[config.mk]
export PLATFORM = sky130hd
export DESIGN_NAME = uart_ascii_rx
export DESIGN_NICKNAME = d
export VERILOG_FILES = /design/src/rtl/uart_pkg.sv /design/src/rtl/uart_rx_byte.sv /design/src/rtl/uart_ascii_rx.sv
export SDC_FILE = /design/constraint.sdc
export NUM_CORES = 1
export LEC_CHECK = 0
export CELL_PAD_IN_SITES_DETAIL_PLACEMENT = 0
export CELL_PAD_IN_SITES_GLOBAL_PLACEMENT = 1
export CORE_MARGIN = 1.5
export CORE_UTILIZATION = 31
export DETAILED_ROUTE_END_ITERATION = 6
export PLACE_DENSITY = 0.63
export SKIP_LAST_GASP = 1
export SLEW_MARGIN = 15
export SYNTH_ARGS = -nofsm -noshare
export SYNTH_HDL_FRONTEND = slang
export SYNTH_SLANG_ARGS = --single-unit
[constraint.sdc]
create_clock -name clk -period 2.7 [get_ports clk]
set_input_delay 0.54 -clock clk [delete_from_list [all_inputs] [get_ports clk]]
set_output_delay 0.54 -clock clk [all_outputs]
set_load 0.02 [all_outputs]
[src/rtl/uart_pkg.sv]
// rtl/uart_pkg.sv - shared constants, divider helper and state types for the UART receive path
package uart_pkg;

    localparam int CLK_50MHz   = 50_000_000;
    localparam int BAUD_115200 = 115_200;

    localparam logic [7:0] ASC_0   = 8'h30;
    localparam logic [7:0] ASC_9   = 8'h39;
    localparam logic [7:0] ASC_DOT = 8'h2E;
    localparam logic [7:0] ASC_C   = 8'h63;
    localparam logic [7:0] ASC_M   = 8'h6D;
    localparam logic [7:0] ASC_LF  = 8'h0A;

    typedef enum logic [1:0] {
        RX_IDLE,
        RX_START,
        RX_DATA,
        RX_STOP
    } rx_state_t;

    typedef enum logic {
        P_PARSE,
        P_HUNT
    } parse_state_t;

    function automatic int BAUD_DIV(input int clk_hz, input int baud);
        return clk_hz / baud;
    endfunction

endpackage

[src/rtl/uart_rx_byte.sv]
// rtl/uart_rx_byte.sv - 8N1 byte receiver: synchroniser, bit-timing FSM and stop-bit check
module uart_rx_byte
    import uart_pkg::*;
#(
    parameter int CLK  = CLK_50MHz,
    parameter int BAUD = BAUD_115200
) (
    input  logic       clk,
    input  logic       rst,
    input  logic       UART_rx,
    output logic [7:0] rx_byte,
    output logic       rx_valid,
    output logic       bad_byte,
    output logic [7:0] data
);

    localparam int DIV  = BAUD_DIV(CLK, BAUD);
    localparam int HALF = DIV / 2;
    localparam int CW   = $clog2(DIV);

    rx_state_t     state, state_n;
    logic [1:0]    sync;
    logic          rx_s;
    logic          rx_prev;
    logic [CW-1:0] cnt;
    logic [2:0]    bit_cnt;
    logic          start_det, cnt_clr, shift_en, done_ok, done_bad;

    assign rx_s = sync[1];

    always_comb begin
        state_n   = state;
        start_det = 1'b0;
        cnt_clr   = 1'b0;
        shift_en  = 1'b0;
        done_ok   = 1'b0;
        done_bad  = 1'b0;
        case (state)
            RX_IDLE: begin
                // A 1->0 transition is required, so a line stuck low after a break never re-triggers.
                if (rx_prev && !rx_s) begin
                    start_det = 1'b1;
                    cnt_clr   = 1'b1;
                    state_n   = RX_START;
                end
            end
            RX_START: begin
                if (cnt == CW'(HALF - 1)) begin
                    cnt_clr = 1'b1;
                    state_n = rx_s ? RX_IDLE : RX_DATA;
                end
            end
            RX_DATA: begin
                if (cnt == CW'(DIV - 1)) begin
                    cnt_clr  = 1'b1;
                    shift_en = 1'b1;
                    if (bit_cnt == 3'd7) state_n = RX_STOP;
                end
            end
            RX_STOP: begin
                if (cnt == CW'(DIV - 1)) begin
                    cnt_clr  = 1'b1;
                    state_n  = RX_IDLE;
                    done_ok  = rx_s;
                    done_bad = !rx_s;
                end
            end
            default: state_n = RX_IDLE;
        endcase
    end

    always_ff @(posedge clk) begin
        if (rst) begin
            state    <= RX_IDLE;
            sync     <= 2'b00;
            rx_prev  <= 1'b0;
            cnt      <= '0;
            bit_cnt  <= 3'd0;
            data     <= 8'h00;
            rx_byte  <= 8'h00;
            rx_valid <= 1'b0;
            bad_byte <= 1'b0;
        end else begin
            state    <= state_n;
            sync     <= {sync[0], UART_rx};
            rx_prev  <= rx_s;
            cnt      <= cnt_clr ? '0 : cnt + 1'b1;
            rx_valid <= done_ok;
            bad_byte <= done_bad;
            if (start_det) bit_cnt <= 3'd0;
            else if (shift_en) bit_cnt <= bit_cnt + 3'd1;
            if (shift_en) data <= {rx_s, data[7:1]};
            if (done_ok) rx_byte <= data;
        end
    end

endmodule

[src/rtl/uart_ascii_rx.sv]
// rtl/uart_ascii_rx.sv - UART receiver plus "DDD.DDDcm\n" line parser producing a binary value
module uart_ascii_rx
    import uart_pkg::*;
#(
    parameter int CLK  = CLK_50MHz,
    parameter int BAUD = BAUD_115200
) (
    input  logic        clk,
    input  logic        rst,
    input  logic        UART_rx,
    output logic [7:0]  rx_byte,
    output logic        rx_valid,
    output logic [19:0] value,
    output logic        value_valid,
    output logic        frame_err
);

    logic         bad_byte;
    logic [7:0]   data;
    parse_state_t pstate, pstate_n;
    logic [3:0]   pos, pos_n;
    logic [19:0]  acc, acc_n, value_n;
    logic         value_valid_n, parse_err, parse_err_n;
    logic         is_digit, match;
    logic [7:0]   digit;

    uart_rx_byte #(.CLK(CLK), .BAUD(BAUD)) u_rx (
        .clk      (clk),
        .rst      (rst),
        .UART_rx  (UART_rx),
        .rx_byte  (rx_byte),
        .rx_valid (rx_valid),
        .bad_byte (bad_byte),
        .data     (data)
    );

    // The receiver already flags a bad stop bit, so the parser adds only format errors.
    assign frame_err = bad_byte | parse_err;

    always_comb begin
        is_digit      = (data >= ASC_0) && (data <= ASC_9);
        digit         = data - ASC_0;
        match         = 1'b0;
        pstate_n      = pstate;
        pos_n         = pos;
        acc_n         = acc;
        value_n       = value;
        value_valid_n = 1'b0;
        parse_err_n   = 1'b0;
        case (pos)
            4'd0, 4'd1, 4'd2, 4'd4, 4'd5, 4'd6: match = is_digit;
            4'd3:    match = (data == ASC_DOT);
            4'd7:    match = (data == ASC_C);
            4'd8:    match = (data == ASC_M);
            4'd9:    match = (data == ASC_LF);
            default: match = 1'b0;
        endcase
        if (rx_valid || bad_byte) begin
            case (pstate)
                P_PARSE: begin
                    if (rx_valid && match) begin
                        if (pos == 4'd9) begin
                            value_n       = acc;
                            value_valid_n = 1'b1;
                            acc_n         = '0;
                            pos_n         = 4'd0;
                        end else begin
                            pos_n = pos + 4'd1;
                            if (is_digit) acc_n = (acc << 3) + (acc << 1) + {12'd0, digit};
                        end
                    end else begin
                        parse_err_n = rx_valid;
                        acc_n       = '0;
                        pos_n       = 4'd0;
                        if (data != ASC_LF) pstate_n = P_HUNT;
                    end
                end
                P_HUNT: begin
                    if (data == ASC_LF) begin
                        pstate_n = P_PARSE;
                        pos_n    = 4'd0;
                        acc_n    = '0;
                    end
                end
                default: pstate_n = P_PARSE;
            endcase
        end
    end

    always_ff @(posedge clk) begin
        if (rst) begin
            pstate      <= P_PARSE;
            pos         <= 4'd0;
            acc         <= '0;
            value       <= '0;
            value_valid <= 1'b0;
            parse_err   <= 1'b0;
        end else begin
            pstate      <= pstate_n;
            pos         <= pos_n;
            acc         <= acc_n;
            value       <= value_n;
            value_valid <= value_valid_n;
            parse_err   <= parse_err_n;
        end
    end

endmodule

==> impl_results.md <==
* Starting density of the core at 0.3212
* Internal cell power at between 1.5 and 2 mW
* Ys flop type: dfxtp_1
* Pin count of the biggest net entering global routing at 35
* Die height at 123.6 um
* Cell count after synthesis at 490
* Largest family of logic cells by synthesized area: simple AND/OR/NAND/NOR gates
* Slowest cell on crit path: fa_1
* Final hold vios at 0
* # nets final at about 600
* Worst Path Required at 2.94 ns
* GRT Util Overall at 0.1549
* Ant. Diodes at 0
* Clock Power Share at 0.499
* Asr flop ratio synth at 0
* # Max-Cap Violations at 0
* Die Width at 123.6 um
* Detail Route Antenna Nets at 0
* Top cells by area, synth: dfxtp_1 36%, ha_1 11%, mux2i_1 8.4%
* Syn avg cell area at just over 9 sq um
* Hold path cells at 1
* Sequential fraction of the synthesis area at 0.3639
* CP max stage delay at 0.48 ns
* Tmin final at 2.714 ns
* CTS root buffer: clkbuf_16
* Via Count at 3797
* Total CTS buffers at 9
* CTS tree: done
* Sw Share at 0.2255
* Num ports at 34
* Post-layout util at 0.4144
* 1st-iter DRT viols at between 200 and 250
* Sequential Area at roughly 1600 sq um
* Unrepaired setup endpoints after global routing: yes
* Reg power frac at 0.484
* Setup TNS at -0.02757 ns
* Final HPWL from detailed placement at roughly 7900 um
* Clk_skew at around 0.0069 ns
* CP endpoint kind: flop
* Area occupied by multi-input gates at slightly below 3000 sq um
* Placed Cells at 717
* Flop-to-flop setup slack at -0.01 ns
* Post-synthesis adder-cell area fraction at 0.1320
* Final wirelength at between 10000 and 15000 um
* Max Clock Freq at ~0.37 GHz
* Rows at between 40 and 50
* Gr ovfl total at 0
* # fillers at between 1000 and 1500
* Switching power at roughly 0.57 mW
* Initial antenna violation count at 0
* Distinct cells, synth at 59
* Crit path kind: flop to flop
* Tot Pwr at 2.527 mW
* First-pass GRT wire length at 18300 um
* Setup Viol. Count Final at 2
* Pwr/cell area at 434.3 nW/um^2
* Area post-placement at approximately 5300 sq um
* Port-buffer cells at 33
* Critical path arrival at slightly below 3 ns
* Lkg Pwr at between 2 and 3 nW
* Htree depth at 3
* Hold path endpoint: u_rx.sync[1]$_SDFF_PP0_
* Reg2reg end: acc[16]$_SDFFE_PP0P_
* Cell depth of the worst flop-to-flop path at 11
* CTS max path bufs at 2
* Share of the synthesized area in the top cell type at 0.3639
* Tcrit/Tclk final at 1.005
* Top post-synthesis cells by count: 82 x dfxtp_1, 82 x nor2_1, 38 x ha_1, 38 x mux2i_1, 17 x nand2_1
* Area leader, netlist: dfxtp_1
* Type of the tightest min-delay check: flop to flop
* Critical R2R Launch: u_rx.data[4]$_SDFFE_PP0P_
* Hold WS at around 0.46 ns
* Skew-Pair Late Insertion Delay at between 0.3 and 0.4 ns
* Core area at between 10000 and 15000 sq um
* Critical Path Start Type: flop
* Final Slew Violations at 0
* Status: finished with violations
* Synthesized cell area at 4511 sq um
* Crit path max fanout at 4
* Relative slew slack at 0.4425
* Tightest Pin Transition at 0.8337 ns
* VDD IR max at 0.0005210 V
* Final Cell Area at approximately 5800 sq um
* Simple-Gate Fraction of Synth Area at 0.1736
* Share of cells above drive strength 1 at 0.1789
* Violated checks: negative setup slack
* Cell Chain, Critical Path: a21oi_2, xor2_1, fa_1, ha_4, o211ai_1, o211ai_1, buf_4, nand3_4, mux2_4, a32oi_2, nor2_1
* DRC at 0
* CP most frequent cell: o211ai_1
* Hold Path Origin: u_rx.sync[0]$_SDFF_PP0_
* Logic pwr share at 0.017
* Fraction of synthesized area in multiplexers at 0.08682
* Critical path launch point: u_rx.data[4]$_SDFFE_PP0P_
* Setup ws final at -0.01429 ns
* Wirelength per Cell at around 15 um
* Area share of xor/xnor cells in the synthesized design at 0.04078
* Post-synthesis register bit count at 82
* Worst-path clk slew at 0.07 ns
* Final std cells w/o fill at 739
* Vias per inst at about 5.1
* DRT Pass-1 Iters at 4
* Vias in the first global route at around 3800
* Yosys warns at 0
* Compound-gate portion of the synthesized area at 0.1714
* Number of synthesized flops with an enable pin at 0
* Area delta synth->final at 29.02%
* Clock tree sinks at 82
* Synth Net Count at between 500 and 600
* GPL Wtd Cong at approximately 0.84
* Die Area at 15280 sq um
* Pre-CTS setup slack at -0.2617 ns
-- registers in the layout (all words and copies together) (netlist names), 2 cells and up, named ones only --
signal        count
u_rx.data         8
u_rx.rx_byte      8
pos               4
u_rx.bit_cnt      3
u_rx.sync         2
value            20
acc              20
u_rx.cnt          9
-- area by class of cell --
cell class | count | area share
clock buffer | 10 | 0.03935
timing repair buffer | 77 | 0.1170
multi-input combinational | 374 | 0.5025
tap | 180 | 0.03870
sequential | 82 | 0.2832
inverter | 10 | 0.006450
clock inverter | 6 | 0.01290
-- how the worst max path moves through the flow --
| stage | slack [ns] | end | depth (start not counted) |
|---|---|---|---|
| after global placement | -0.20 | acc[17]$_SDFFE_PP0P_ | 9 |
| after global routing | -0.15 | acc[16]$_SDFFE_PP0P_ | 11 |
| after floorplan | 0.01 | acc[17]$_SDFFE_PP0P_ | 9 |
| after detailed placement | -0.26 | acc[17]$_SDFFE_PP0P_ | 9 |
| final | -0.01 | acc[16]$_SDFFE_PP0P_ | 11 |
| after CTS | -0.07 | acc[16]$_SDFFE_PP0P_ | 11 |
-- layer usage --
| metal | up-vias | track usage | wire length [um] |
|---|---|---|---|
| li1 | 1912 | - | - |
| met5 | - | 0 | 0 |
| met1 | 1824 | 0.1877 | 5073 |
| met2 | 51 | 0.2590 | 5269 |
| met4 | 0 | 0.06609 | 165 |
| met3 | 10 | 0.04121 | 311 |
-- logic make-up (layout without fill, tap and decap cells) --
kind of cell	count (synthesis)	after routing
compound gates	105	105
xor+xnor	21	21
fa+ha+maj	44	44
buf+inv	34	103
flops	82	82
mux	39	39
simple gates	165	165
-- power by group through the flow --
stage	clock [mW]	sequential, mW	combinational, mW
2_1_floorplan	0	1.25	0.0323
3_3_place_gp	0	1.25	0.0441
3_5_place_dp	0	1.25	0.0447
4_1_cts	1.31	1.22	0.0449
5_1_grt	1.36	1.22	0.0494
6_report	1.26	1.22	0.0432
-- repair_timing --
| item | 4_1_cts | 5_1_grt |
|---|---|---|
| buffers inserted | 4 | 2 |
| hold endpoints to repair | 0 | 0 |
| setup endpoints to repair | 10 | 10 |
| hold buffers | 0 | 0 |
| resized for setup | 14 | 21 |
| pin swaps | 10 | 22 |
-- worst max-delay path, delay by kind of cell, from the launching register on --
family | cells | cell delay (ns)
AOI/OAI and AO/OA | 4 | 0.62
xor gates and xnor gates | 1 | 0.20
adders and majority gates | 2 | 0.79
buffers and inverters | 1 | 0.17
DFF | 1 | 0.36
muxes | 1 | 0.32
and+or+nand+nor | 2 | 0.13
-- cells in the final DEF, fill, tap and decap left out, types with 11 or more instances in the layout --
cell	count
buf_4	42
ha_1	32
dfxtp_1	79
nor2_1	82
a22oi_1	13
mux2i_1	38
a21oi_1	13
nand3_1	13
clkdlybuf4s50_1	32
o21ai_0	11
nand2_1	17
Note: power is estimated with default switching activity, not from simulation.
